$ cat src/rtl/leitor_display.sv
// Captures a multiplexed, active-low 7-segment display bus.
// A digit is decoded only after the bus has held steady for STABLE_CYCLES edges.
module leitor_display #(
    parameter int STABLE_CYCLES = 4
) (
    input  logic        clock,
    input  logic        reset,
    input  logic [3:0]  anodos,
    input  logic [0:6]  segmentos,
    output logic [15:0] digitos,
    output logic [3:0]  validos,
    output logic [3:0]  erros,
    output logic        novo,
    output logic        quadro
);

    localparam logic [7:0] CNT_MAX = 8'(STABLE_CYCLES);

    logic [10:0] r_prev;
    logic [7:0]  r_cnt;
    logic [3:0]  r_mask;

    logic [10:0] w_in;
    logic        w_same;
    logic [7:0]  w_cntNext;
    logic [3:0]  w_sel;
    logic        w_oneLow;
    logic        w_capture;
    logic [1:0]  w_idx;
    logic [3:0]  w_value;
    logic        w_valid;
    logic        w_err;
    logic [3:0]  w_maskNext;
    logic        w_frameDone;

    assign w_in   = {anodos, segmentos};
    assign w_same = (w_in == r_prev);
    assign w_sel  = ~anodos;

    // Exactly one anode low: nonzero select with a single bit set.
    assign w_oneLow = (w_sel != 4'b0000) && ((w_sel & (w_sel - 4'd1)) == 4'b0000);

    always_comb begin
        w_cntNext = 8'd1;
        if (w_same) begin
            w_cntNext = (r_cnt == CNT_MAX) ? CNT_MAX : r_cnt + 8'd1;
        end
    end

    // The crossing into CNT_MAX happens once per held pattern, giving a single capture.
    assign w_capture = w_same && (r_cnt == CNT_MAX - 8'd1) && w_oneLow;

    always_comb begin
        w_idx = 2'd0;
        case (anodos)
            4'b1110: w_idx = 2'd0;
            4'b1101: w_idx = 2'd1;
            4'b1011: w_idx = 2'd2;
            4'b0111: w_idx = 2'd3;
            default: w_idx = 2'd0;
        endcase
    end

    always_comb begin
        w_value = 4'hE;
        w_valid = 1'b1;
        w_err   = 1'b0;
        case (segmentos)
            7'b0000001: w_value = 4'd0;
            7'b1001111: w_value = 4'd1;
            7'b0010010: w_value = 4'd2;
            7'b0000110: w_value = 4'd3;
            7'b1001100: w_value = 4'd4;
            7'b0100100: w_value = 4'd5;
            7'b0100000: w_value = 4'd6;
            7'b0001111: w_value = 4'd7;
            7'b0000000: w_value = 4'd8;
            7'b0000100: w_value = 4'd9;
            7'b1111111: begin
                w_value = 4'hF;
                w_valid = 1'b0;
            end
            default: begin
                w_value = 4'hE;
                w_valid = 1'b0;
                w_err   = 1'b1;
            end
        endcase
    end

    assign w_maskNext  = r_mask | w_sel;
    assign w_frameDone = (w_maskNext == 4'b1111);

    always_ff @(posedge clock) begin
        if (reset) begin
            r_prev  <= '1;
            r_cnt   <= 8'd0;
            r_mask  <= 4'b0000;
            digitos <= 16'hFFFF;
            validos <= 4'b0000;
            erros   <= 4'b0000;
            novo    <= 1'b0;
            quadro  <= 1'b0;
        end else begin
            r_prev <= w_in;
            r_cnt  <= w_cntNext;
            novo   <= w_capture;
            quadro <= w_capture && w_frameDone;
            if (w_capture) begin
                digitos[{w_idx, 2'b00} +: 4] <= w_value;
                validos[w_idx]               <= w_valid;
                erros[w_idx]                 <= w_err;
                r_mask <= w_frameDone ? 4'b0000 : w_maskNext;
            end
        end
    end

endmodule

$ cat config.mk
export PLATFORM = sky130hd
export DESIGN_NAME = leitor_display
export DESIGN_NICKNAME = d
export VERILOG_FILES = /design/src/rtl/leitor_display.sv
export SDC_FILE = /design/constraint.sdc
export NUM_CORES = 1
export LEC_CHECK = 0
export ABC_CLOCK_PERIOD_IN_PS = 5600
export BUFFER_PORTS_ARGS = -buffer_cell sky130_fd_sc_hd__buf_2
export CAP_MARGIN = 20
export CORE_MARGIN = 2
export CORE_UTILIZATION = 30
export CTS_CLUSTER_SIZE = 12
export DETAILED_ROUTE_END_ITERATION = 6
export HOLD_SLACK_MARGIN = 0.15
export SYNTH_ARGS = -nofsm -noshare
export SYNTH_HDL_FRONTEND = slang
export SYNTH_SLANG_ARGS = --single-unit
$ cat constraint.sdc
create_clock -name clock -period 5.6 [get_ports clock]
set_input_delay 1.12 -clock clock [delete_from_list [all_inputs] [get_ports clock]]
set_output_delay 1.12 -clock clock [all_outputs]
set_load 0.05 [all_outputs]
# After elaboration in Yosys (flattened, before gate mapping)
# Cells that the tools add are included.
[word_totals]
register_bits = 49
inputBits = 13
wordCells = 62
output_inout_bits = 26
[op_classes]
n_shift = 2
eq_ne = 17
reduce_logical = 12
order_cmp = 2
bitwise = 4
n_addsub = 3
muxes = 12
[ops]
columns = ["cell", "n"]
rows = [
  ["4-bit case mux with 11 select lines", 1],
  ["7-bit == test, second input constant", 3],
  ["16-bit bitwise mux", 1],
  ["4-bit by 6-bit variable shift with 16-bit output, first input constant", 1],
  ["4-bit by 6-bit variable part select with 16-bit output", 1],
  ["7-bit by 3-bit == test with 1-bit output, second input constant", 2],
  ["7-bit by 6-bit == test with 1-bit output, second input constant", 2],
  ["4-bit == test, second input constant", 3],
  ["11-bit == test", 1],
  ["11-bit OR reduction", 1],
  ["10-bit OR reduction", 1],
  ["8-bit by 1-bit adder with 8-bit output, second input constant", 1],
  ["4-bit bitwise mux", 2],
  ["8-bit by 2-bit == test with 1-bit output, second input constant", 1],
  ["8-bit by 3-bit == test with 1-bit output, second input constant", 1],
  ["7-bit by 1-bit == test with 1-bit output, second input constant", 1],
  ["7-bit by 4-bit == test with 1-bit output, second input constant", 1],
  ["7-bit by 5-bit == test with 1-bit output, second input constant", 1],
  ["7-bit logical NOT", 1],
  ["4-bit negation with 6-bit output", 1],
  ["2-bit case mux with 3 select lines", 1],
  ["1-bit logical AND", 5],
  ["4-bit bitwise AND", 1],
  ["4-bit by 3-bit == test with 1-bit output, second input constant", 1],
  ["14 further kinds", 17],
]

# Depth between registers and ports, before layout
[logic_depth]
word_depth = 7
mapped_depth = 9
mapped_depth_nobuf = 8

# Worst setup path before layout
# Ideal clock, no wire load.
[synth_timing]
path_kind = "input to register"
from = "input anodos[3]"
to = "register digitos[14]"
setup_ps = 61
slack_ps = 2569
cell_stages = 9
arrival_time_ps = 2971
n_path_buf = 1
required_ps = 5539
path_cell_list = "buf_2 > xnor2_1 > or2_2 > inv_1 > ha_1 > inv_1 > or4_1 > nor3_1 > a221o_1"
[synth_between]
elab_chain_cells = 6
elab_cells_between_ends = 17
cone_classes = "add/sub: 2; eq/ne: 4; shift: 2; mux: 2; bitwise: 2; reduce/logical: 5"
[synth_lines]
columns = ["element", "line", "source"]
rows = [
  ["start: declaration", "8", "input logic [3:0] anodos,"],
  ["branches (longest 6 deep; another with 4-bit negation with 6-bit output)", "--", ""],
  ["end signal: indexed assignment", "110", "digitos[{w_idx, 2'b00} +: 4] <= w_value;"],
  ["end: declaration", "10", "output logic [15:0] digitos,"],
]
# Several ways; the timed one is not identified.
# A chain may end at the register's enable or synchronous reset.

# Worst setup path after layout
# Same ends and word-level chain as after synthesis.

==> results.json <==
{
  "hold_buffers": 0,
  "firstDrtPassIters": 4,
  "drt_iter0_markers": 104,
  "hold_slack_ns": 0.455,
  "cts.sinks": 49,
  "max_stage_delay_ns": 0.52,
  "fin_skew_ns": 0.00662,
  "start_util_pct": 30.7,
  "ys_ff_latch": 49,
  "rsz0062_at_grt": "no",
  "worstHoldPathType": "register to register",
  "stdcell_area_um2": 2850,
  "max_slew_margin_pct": 54.1,
  "cts_tree": "built",
  "reg2reg_to": "digitos[4]",
  "place_hpwl_mm": 4.21,
  "finalMaxSlewViolations": 0,
  "layout-drive-gt1-share_pct": 22.8,
  "cpMaxStageDelayCell": "or4_1",
  "ys.warnings.count": 0,
  "pwr-share-seq_pct": 52.5,
  "fillerInstances": 850,
  "grt_pass1_wl_mm": 9.29,
  "fmax_mhz": 324,
  "min_from": "r_mask[0]",
  "crit_fanout": 7,
  "power_frac_comb_pct": 8.5,
  "grt_pass1_vias": 1864,
  "place_congestion": 0.840,
  "cts_setup_buffers": 0,
  "drv_cap": 0,
  "htree_levels": 2,
  "clockBufferDepth": 2,
  "syn_nets": 295,
  "critPathLaunchType": "input pin",
  "syn_avg_cell_area_um2": 9.12,
  "die_h_um": 95.3,
  "synth_top_area_share_pct": 39.3,
  "cts_root_buf": "clkbuf_8",
  "post_cts_resized": 0,
  "crit_top_cell": "inv_1",
  "synthCells": 274,
  "switching_share_pct": 23.4,
  "r2r_start": "r_cnt[3]",
  "seq_area_frac_synth_pct": 39.3,
  "clk_pin_slew_worst_paths_ns": 0.09,
  "p_int_uw": 518,
  "placed_cell_area_um2": 2730,
  "path_cells": "buf_2 > xor2_1 > nand3_1 > inv_1 > ha_1 > inv_1 > or4_1 > nor3_1 > a221o_1",
  "finalSetupViolCount": 0,
  "worstPathRequired_ns": 5.85,
  "ir_worst_vdd_uv": 140,
  "drc": 0,
  "multi_input_area_um2": 1370,
  "grt_max_degree": 30,
  "io-pin-count": 39,
  "setup_tns_ns": 0,
  "critPathKind": "input pin to register",
  "reg2reg_setup_slack_ns": 3.26,
  "cp_top_family": "simple AND/OR/NAND/NOR gates",
  "num_vias": 2024,
  "synth_flop_cell": "dfxtp_1",
  "clk_latency_ns": 0.30,
  "syn_area_um2": 2500,
  "synthDistinctLibCells": 58,
  "hold_depth": 2,
  "final_util_pct": 35.0,
  "cts_buffers": 5,
  "status": "completed",
  "fp.dieW_um": 95.3,
  "ant_nets": 0,
  "reg2reg_depth": 5,
  "p_per_area_nw_per_um2": 238,
  "viasPerCell": 4.97,
  "switchingPower_uw": 158,
  "layout_worst_path_cycle_share_pct": 55.1,
  "min_to": "r_mask[0]",
  "synth_edf_count": 0,
  "routedWlPerCell_um": 13.9,
  "grt_usage_pct": 13.1,
  "area.growth.synth_to_final_pct": 13.9,
  "n_antenna_cell": 0,
  "endpoint_kind": "register",
  "min_period_ns": 3.08,
  "wl_mm": 5.66,
  "die_area_um2": 9070,
  "clockPowerShare_pct": 39.1,
  "antenna_found_initial": 0,
  "path_buf_inv": 3,
  "cp.arrival_ns": 3.33,
  "worst_pin_slew_ns": 0.684,
  "core_area_um2": 8130,
  "hold_viol_final": 0,
  "final_nets": 322,
  "portBuffers": 38,
  "synth_top_area_cell": "dfxtp_1",
  "grt-ovfl-total": 0,
  "synthTopCellsByArea": "dfxtp_1 39%, xor2_1 5.6%, a221o_1 4.8%, nand3_1 4.4%, ha_1 4.0%",
  "p_leak_nw": 1.09,
  "synthArstFlopShare_pct": 0,
  "fp-row-count": 33,
  "regArea_um2": 981,
  "finalPower_uw": 676
}
[tightest hold or removal path, cell delays in order, from the launching register on]
cell	delay, ns
dfxtp_1	0.32
inv_1	0.05
a21boi_1	0.05
[sequential cells by signal, summed over array words and instances, names as in the netlist]
signal / flops
erros: 4
validos: 4
r_cnt: 8
r_mask: 4
digitos: 16
quadro: 1
r_prev: 11
novo: 1
[metal layers]
layer	up-vias	share of wire, %	track usage (%)
li1	1039	-	-
met1	946	50	18.2
met2	33	45	20.7
met3	6	3.9	2.53
met4	0	1.2	3.26
met5	-	0	0
[metrics by stage]
stage               setup slack (ns)  std cells
finish                          2.52        407
global route                    2.40        407
floorplan                       2.57        274
CTS                             2.54        407
global placement                2.26        399
detailed placement              2.24        399
[cell type report]
cell class / instances / share of cell area (%)
Timing Repair Buffer: 38 / 6.68
Inverter: 14 / 1.85
Clock buffer: 6 / 2.90
Multi-Input combinational cell: 193 / 48.2
Clock inverter: 2 / 1.32
Tap cell: 105 / 4.62
Sequential cell: 49 / 34.5
[placed cells by master, fill, tap and decap left out, types with 4 or more instances in the layout]
cell type,count
nor2_1,14
nor4_1,5
or2_2,9
xor2_1,16
inv_1,14
o21ai_0,6
nand3_1,22
ha_1,8
a221o_1,12
mux2i_1,4
buf_2,38
nor2b_1,4
a21oi_1,7
nand4_1,4
clkbuf_8,6
nor3_1,6
nand2_1,17
dfxtp_1,49
[cell families (layout without fill, tap and decap cells)]
family | count (synthesis) | after routing | synth area share [%]
mux | 7 | 7 | 2.95
fa+ha+maj | 8 | 8 | 4.01
compound gates | 50 | 50 | 15.7
buf+inv | 32 | 60 | 5.86
xor+xnor | 19 | 19 | 6.66
simple gates | 109 | 109 | 25.6
flops | 49 | 49 | 39.3
[how the worst max path moves through the flow]
| stage | depth (start not counted) | start | slack (ns) | endpoint |
|---|---|---|---|---|
| finish | 9 | anodos[3] | 2.52 | digitos[14] |
| global route | 9 | anodos[3] | 2.40 | digitos[15] |
| CTS | 9 | anodos[3] | 2.54 | digitos[14] |
| detailed placement | 9 | anodos[3] | 2.24 | digitos[14] |
| global placement | 9 | anodos[3] | 2.26 | digitos[15] |
| floorplan | 9 | anodos[3] | 2.57 | digitos[14] |
[cells in the mapped netlist, drive strengths merged (2+ instances only)]
| library cell | count |
|---|---|
| dfxtp | 49 |
| nand3 | 25 |
| nand2 | 17 |
| xor2 | 16 |
| inv | 14 |
| nor2 | 14 |
| a221o | 12 |
| buf | 12 |
| or2 | 10 |
| a21oi | 8 |
| ha | 8 |
| clkbuf | 6 |
| nor3 | 6 |
| nor4 | 6 |
| o21ai | 6 |
| and3 | 4 |
| mux2i | 4 |
| nand4 | 4 |
| nor2b | 4 |
| or4 | 4 |
| a211o | 3 |
| a21boi | 3 |
| mux2 | 3 |
| o22ai | 3 |
| or3 | 3 |
| xnor2 | 3 |
| a211oi | 2 |
| and2 | 2 |
| nand2b | 2 |
| nand4b | 2 |
| o211ai | 2 |
| o21a | 2 |
[power groups by stage]
stage | Combinational (mW) | Clock (mW) | Sequential (mW)
after floorplan | 0.0439 | 0 | 0.363
after global placement | 0.0570 | 0 | 0.363
after detailed placement | 0.0573 | 0 | 0.363
after CTS | 0.0575 | 0.269 | 0.355
after global routing | 0.0647 | 0.285 | 0.355
final | 0.0574 | 0.264 | 0.355
(Power assumes the default switching activity.)
